$ cat src/rtl/mul_scheduler.sv
// Round-robin scheduler sharing one iterative repeated-addition multiplier among
// NREQ requesters, with a single registered valid/ready response port.
module mul_scheduler #(
  parameter int unsigned WIDTH = 16,
  parameter int unsigned NREQ  = 4,
  parameter int unsigned IDW   = 2
) (
  input  logic                  clk,
  input  logic                  rst_n,
  input  logic [NREQ-1:0]       req_valid,
  output logic [NREQ-1:0]       req_ready,
  input  logic [NREQ*WIDTH-1:0] req_a,
  input  logic [NREQ*WIDTH-1:0] req_b,
  output logic                  rsp_valid,
  input  logic                  rsp_ready,
  output logic [WIDTH-1:0]      rsp_product,
  output logic                  rsp_ovf,
  output logic [IDW-1:0]        rsp_id,
  output logic                  busy
);

  typedef enum logic [1:0] {
    IDLE,
    ACC,
    DONE
  } state_t;

  state_t           r_state;
  logic [WIDTH-1:0] r_a;
  logic [WIDTH-1:0] r_p;
  logic [WIDTH-1:0] r_cnt;
  logic [IDW-1:0]   r_id;
  logic             r_ovf;
  logic [IDW-1:0]   r_ptr;
  logic             r_rsp_valid;
  logic [WIDTH-1:0] r_rsp_product;
  logic             r_rsp_ovf;
  logic [IDW-1:0]   r_rsp_id;

  logic             w_found;
  logic [IDW-1:0]   w_win;
  logic [IDW:0]     w_scan;
  logic [IDW-1:0]   w_ptr_nxt;
  logic [WIDTH-1:0] w_a;
  logic [WIDTH-1:0] w_b;
  logic [WIDTH-1:0] w_sum;
  logic             w_carry;
  logic             w_grant;

  // Scan ptr, ptr+1, ... (mod NREQ); the first valid requester wins.
  always_comb begin
    w_found = 1'b0;
    w_win   = '0;
    w_scan  = '0;
    for (int unsigned k = 0; k < NREQ; k++) begin
      w_scan = {1'b0, r_ptr} + (IDW+1)'(k);
      if (w_scan >= (IDW+1)'(NREQ)) w_scan = w_scan - (IDW+1)'(NREQ);
      if (!w_found && req_valid[w_scan[IDW-1:0]]) begin
        w_found = 1'b1;
        w_win   = w_scan[IDW-1:0];
      end
    end
  end

  always_comb begin
    w_a = '0;
    w_b = '0;
    for (int unsigned k = 0; k < NREQ; k++) begin
      if (w_win == IDW'(k)) begin
        w_a = req_a[k*WIDTH +: WIDTH];
        w_b = req_b[k*WIDTH +: WIDTH];
      end
    end
  end

  assign w_ptr_nxt        = (w_win == IDW'(NREQ-1)) ? '0 : w_win + IDW'(1);
  assign {w_carry, w_sum} = {1'b0, r_p} + {1'b0, r_a};
  assign w_grant          = (r_state == IDLE) && w_found;

  // Gated by rst_n so no requester sees an accept strobe while reset is held.
  always_comb begin
    req_ready = '0;
    if (rst_n && w_grant) req_ready[w_win] = 1'b1;
  end

  // DONE spends its first cycle loading the response registers, then holds them
  // until the consumer handshakes.
  always_ff @(posedge clk or negedge rst_n) begin
    if (!rst_n) begin
      r_state       <= IDLE;
      r_a           <= '0;
      r_p           <= '0;
      r_cnt         <= '0;
      r_id          <= '0;
      r_ovf         <= 1'b0;
      r_ptr         <= '0;
      r_rsp_valid   <= 1'b0;
      r_rsp_product <= '0;
      r_rsp_ovf     <= 1'b0;
      r_rsp_id      <= '0;
    end else begin
      case (r_state)
        IDLE: begin
          if (w_found) begin
            r_a     <= w_a;
            r_cnt   <= w_b;
            r_p     <= '0;
            r_ovf   <= 1'b0;
            r_id    <= w_win;
            r_ptr   <= w_ptr_nxt;
            r_state <= ACC;
          end
        end
        ACC: begin
          if (r_cnt != '0) begin
            r_p   <= w_sum;
            r_ovf <= r_ovf | w_carry;
            r_cnt <= r_cnt - WIDTH'(1);
          end else begin
            r_state <= DONE;
          end
        end
        DONE: begin
          if (!r_rsp_valid) begin
            r_rsp_valid   <= 1'b1;
            r_rsp_product <= r_p;
            r_rsp_ovf     <= r_ovf;
            r_rsp_id      <= r_id;
          end else if (rsp_ready) begin
            r_rsp_valid <= 1'b0;
            r_state     <= IDLE;
          end
        end
        default: r_state <= IDLE;
      endcase
    end
  end

  assign rsp_valid   = r_rsp_valid;
  assign rsp_product = r_rsp_product;
  assign rsp_ovf     = r_rsp_ovf;
  assign rsp_id      = r_rsp_id;
  assign busy        = (r_state != IDLE);

endmodule

$ cat config.mk
export PLATFORM = sky130hd
export DESIGN_NAME = mul_scheduler
export DESIGN_NICKNAME = d
export VERILOG_FILES = /design/src/rtl/mul_scheduler.sv
export SDC_FILE = /design/constraint.sdc
export NUM_CORES = 1
export LEC_CHECK = 0
export BUFFER_PORTS_ARGS = -buffer_cell sky130_fd_sc_hd__buf_2
export CAP_MARGIN = 30
export CORE_ASPECT_RATIO = 0.8
export CORE_MARGIN = 3
export CORE_UTILIZATION = 30
export DETAILED_ROUTE_END_ITERATION = 10
export RECOVER_POWER = 25
export SYNTH_ARGS = -nofsm -noshare
export SYNTH_HDL_FRONTEND = slang
export SYNTH_SLANG_ARGS = --single-unit
$ cat constraint.sdc
create_clock -name clk -period 5.4 [get_ports clk]
set_input_delay 0.27 -clock clk [delete_from_list [all_inputs] [get_ports clk]]
set_output_delay 0.27 -clock clk [all_outputs]
set_load 0.01 [all_outputs]
# ---- Word-level counts from Yosys, hierarchy flattened
# Cells that the tools add are included.
dict set report word_totals {
  ff_bits 75
  in_bits 135
  word_cells 109
}
dict set report op_classes {
  add_sub_neg 10
  n_lt_le_gt_ge 10
  n_eq_ne 10
  mux 48
  n_bitwise 2
  n_reduce_logical 18
}
# operator n
set op_table {}
lappend op_table {{$mux 16} 12}
lappend op_table {{$pmux 16 s2} 2}
lappend op_table {{$mux 2} 13}
lappend op_table {{$add 16x16->17} 1}
lappend op_table {{$reduce_bool 16->1} 1}
lappend op_table {{$sub 16x1->16 const B} 1}
lappend op_table {{$lt 2x3->1 const B} 5}
lappend op_table {{$mux 1} 13}
lappend op_table {{$ne 2x2->1 const B} 5}
lappend op_table {{$ge 3x3->1 const B} 3}
lappend op_table {{$bmux 1 s2} 4}
lappend op_table {{$sub 2x1->2 const B} 4}
lappend op_table {{$add 2x2->3 const B} 2}
lappend op_table {{$eq 2x2->1 const B} 3}
lappend op_table {{$logic_and 1x1->1} 6}
lappend op_table {{$pmux 2 s3} 1}
lappend op_table {{$eq 2x1->1 const B} 2}
lappend op_table {{$logic_not 2->1} 2}
lappend op_table {{$mux 4} 1}
lappend op_table {{$reduce_and 2->1} 2}
lappend op_table {{$reduce_and 4->1} 1}
lappend op_table {{$reduce_bool 2->1} 2}
lappend op_table {{$add 2x1->3 const B} 1}
lappend op_table {{$ge 2x3->1 const B} 1}
lappend op_table {{8 further kinds} 10}

# ---- Depth between registers and ports, before layout
dict set report depth {
  ltp_word 21
  mapped_depth 13
  mapped_depth_nobuf 11
}

# ---- Worst setup path before layout
# No wires, ideal clock.
dict set report synth_timing {
  path_kind {register -> register}
  from {reg r_ptr[1]}
  to {reg r_cnt[12]}
  setup_time_ns 0.121
  arrival_ns 2.365
  setup_slack_ns 2.914
  path_stages_with_launch 14
  path_cell_list {dfrtp_1 mux2i_1 nor2_1 or3_1 inv_1 ha_1 buf_2 nor2b_1 buf_2 a221oi_1 nor3_1 a211oi_1 a41oi_1 o22a_1}
}
dict set report synth_via {
  elab_chain_len 21
  elab_cells_between_ends 49
  classes_between {add/sub (7); order compare (4); eq/ne (4); mux (26); reduce/logical (8)}
}
# item line_no
set synth_rtl {}
lappend synth_rtl {{from (decl)} 34} ;# logic [IDW-1:0] r_ptr;
lappend synth_rtl {{from (signal assigned)} 110} ;# r_ptr <= w_ptr_nxt;
lappend synth_rtl {{branches (longest 13 deep; another with $add 2x1->3)} -}
lappend synth_rtl {{$mux 2 *} 58} ;# if (!w_found && req_valid[w_scan[IDW-1:0]]) begin
lappend synth_rtl {{net w_win[0]} 41} ;# logic [IDW-1:0] w_win;
lappend synth_rtl {{$logic_not 2->1} 69} ;# if (w_win == IDW'(k)) begin
lappend synth_rtl {{$mux 16 (3 in a row)} 69}
lappend synth_rtl {{$mux 16 *} 69}
lappend synth_rtl {{$mux 16 *} 104} ;# if (w_found) begin
lappend synth_rtl {{$pmux 16 s2 *} 102} ;# case (r_state)
lappend synth_rtl {{to (signal assigned)} 106} ;# r_cnt <= w_b;
lappend synth_rtl {{to (signal assigned)} 118} ;# r_cnt <= r_cnt - WIDTH'(1);
lappend synth_rtl {{to (decl)} 31} ;# logic [WIDTH-1:0] r_cnt;
# Mark *: on every way through the listed nets, which the timed path passes. The select of a mux whose other input is x is not followed.
# A chain may end at the register's enable or synchronous reset.

# ---- Worst setup path in the final report
dict set report layout_timing {
  from {in rst_n}
  to {out req_ready[3]}
}
dict set report layout_via {
  elab_chain_len 2
}
# item line_no
set layout_rtl {}
lappend layout_rtl {{from (decl)} 9} ;# input logic rst_n,
lappend layout_rtl {{$logic_and 1x1->1} 83} ;# if (rst_n && w_grant) req_ready[w_win] = 1'b1;
lappend layout_rtl {{$mux 4} 83}
lappend layout_rtl {{to (decl)} 11} ;# output logic [NREQ-1:0] req_ready,
# No other way between the ends.

==> results.md <==
* Routed wire length at 15.4 mm
* EDFF count, synth at 0
* Fin Clk Skew at 0.00663 ns
* Crit path buf inv count at 4
* Antenna Cells at 0
* Vert. Die Dim at 121 um
* Seq/Total Area, Yosys at 38.0%
* Port Buffer Count at 159
* Count leader, synth: dfrtp_1
* Setup Total Neg Slack at 0 ns
* Latest clock arrival within the worst-skew pair at 0.34 ns
* Io pins at 160
* Routed WL per cell at 16.7 um
* CTS resizes at 0
* Critical path's slowest cell: clkbuf_1
* Leading area contributor after synthesis: dfrtp_1
* Antenna violations before repair at 0
* Total of max-cap violations at 1
* Tmin final at 3.72 ns
* Slew Viols, Final at 41
* Post-CTS Setup Repair Bufs at 0
* DRC errors left at 0
* Top cell types by occurrence after synthesis: 75 x dfrtp_1, 56 x nand2_1, 55 x a21oi_1
* FP Rows at 41
* Largest net degree at the start of global routing at 47
* Worst hold stages at 3
* RR Startpoint: r_ptr[1]
* Post-synthesis async set-or-reset flop share at 100%
* Mapped Area at 4930 sq um
* Final Power at 2.99 mW
* Worst-margin pin slew at 2.17 ns
* CTS tree: built
* GRT Total Usage at 17.4%
* Share of layout cells above drive strength 1 at 29.2%
* Core ar. at 16000 sq um
* Avg Vias per Cell at 5.17
* PD cells at 477 nW/um^2
* Met3 routed WL at 1.11 mm
* Area share of the largest cell type after synthesis at 38.0%
* Die Area at 18000 sq um
* Post-route ant nets at 0
* Failing checks: capacitance limit, slew limit
* CP top delay family: buffers and inverters
* RSZ-0062 raised after global routing: false
* Final cell count without fillers at 925
* Total gr overflow at 0
* Global-route wire length before repair at 24.8 mm
* Period utilization at 68.9%
* HP Start: req_a[62]
* Highest metal used: met4
* Cell variety after synth at 57
* NumNets Final at 864
* Crit-path cells: dlygate4sd3_1 -> clkbuf_1 -> buf_4 -> and3_1 -> buf_2
* Hold WC Path Type: input pin to flop
* Worst setup SP type: input pin
* Relative slew slack at -44.9%
* RR Endpoint: r_cnt[9]
* DR iter-0 viols at 293
* Ys Warns at 0
* WHS Endpoint: r_a[14]
* DP Cell Count at 909
* Pleak at 2.86 nW
* Worst Path Max Fanout at 40
* Peak supply drop at 0.182 mV
* Initial Util at 30.9%
* CP max stage delay at 1.55 ns
* Average cell area after synthesis at 8.78 sq um
* P&R area growth vs syn at 27.1%
* WS Path Type: input pin to output port
* Max Clk Rate at 0.269 GHz
* First-pass DRT Iterations at 4
* Via count at 4780
* Worst-path clk slew at 0.06 ns
* Met2 wire length at 6.13 mm
* CTS Root Cell: clkbuf_16
* Post-CTS Hold Buffers at 1
* R2R depth at 13
* GP Congestion at 0.880
* Crit. End Element: output port
* Final Worst Setup Slack at 1.68 ns
* Clk sinks at 75
* Htree depth at 3
* Ys flop type: dfrtp_1
* Synth top area cells: dfrtp_1 38%, a21oi_1 5.6%, ha_1 5.6%
* Post-DP HPWL at 12.0 mm
* Dpl ws at 2.34 ns
* Via count of the first global-routing pass at 4575
* Hold WS at 0.212 ns
* Mapped Cells at 562
* Clock Path Buffers at 2
* R2R setup slack at 2.28 ns
* Die Wd at 149 um
* WP data required at 5.13 ns
* Crit path DAT at 3.45 ns
* Outcome: finished with violations
* Mapped Nets at 720
* Cts bufs inserted at 9
* Met1 WL at 7.97 mm
* Hold Violations, Final at 0
* Yosys reg bits at 75
* Endpoints failing setup at 0
-- state kept, by name, indices dropped and copies added (netlist names) --
name and flops:
rsp_product 16, r_state 2, r_id 2, r_ptr 2, r_p 16, r_a 16
r_cnt 16, r_ovf 1, rsp_id 2, rsp_valid 1, rsp_ovf 1
-- report_power, final --
part / internal, mW / switching, mW / leakage, nW
Clock: 0.413 / 0.232 / 0.154
Combinational: 0.630 / 0.781 / 1.78
Sequential: 0.751 / 0.184 / 0.921
-- how the worst max path moves through the flow --
stage / endpoint / startpoint / slack, ns / cells after the start
2_1_floorplan: r_cnt[12] / r_ptr[1] / 2.91 / 13
3_3_place_gp: r_cnt[10] / r_ptr[1] / 2.34 / 12
3_5_place_dp: r_cnt[12] / r_ptr[1] / 2.34 / 13
4_1_cts: r_cnt[12] / r_ptr[1] / 2.32 / 13
5_1_grt: req_ready[0] / rst_n / 1.11 / 5
6_report: req_ready[3] / rst_n / 1.68 / 5
-- layout make-up --
type                    count  area [sq um]
inverters                  14          52.6
clock inverters             5          77.6
clock buffers              10           239
well taps                 215           269
repair buffers            171           906
fillers                  1656          9680
flip-flops and latches     75          1880
multi-input cells         435          2850
-- placed cells by master (no fill, tap or decap), types with 5 or more instances in the layout --
cell type	netlist	layout
dfrtp_1	75	75
ha_1	22	20
a221oi_1	29	29
a32oi_1	5	5
xor2_1	6	6
xnor2_1	5	5
inv_1	14	14
mux2_2	20	20
nor2_1	28	28
buf_2	11	154
nor4_1	5	5
clkbuf_1	24	6
buf_4	1	8
nand3_1	5	5
clkbuf_16	0	9
o21ai_0	49	49
nor3_1	31	31
nand2_1	56	56
a211oi_1	13	13
nor2b_1	28	27
o31ai_1	10	10
o22a_1	7	7
a21oi_1	55	55
-- cell families after synthesis --
family	synth area share (%)
compound gates	27.6
xor+xnor	1.95
fa+ha+maj	5.99
buf+inv	4.46
flops	38.0
mux	4.97
simple gates	17.0
-- layer usage --
metal,GRT usage (%),up-vias
met1,27.2,2194
met5,0,-
li1,-,2404
met3,3.75,15
met4,4.92,0
met2,23.9,167
-- through the flow --
step	cell area, sq um	utilization (%)
5_1_grt	6270	39.3
3_3_place_gp	5900	37.0
2_1_floorplan	4930	-
4_1_cts	6280	39.4
6_report	6270	39.3
3_5_place_dp	5960	37.3
-- tightest hold or removal path: stages --
cell	delay, ns
buf_2	0.08
a21oi_1	0.05
o21ai_0	0.12
Power figures use the tool's default switching activity.
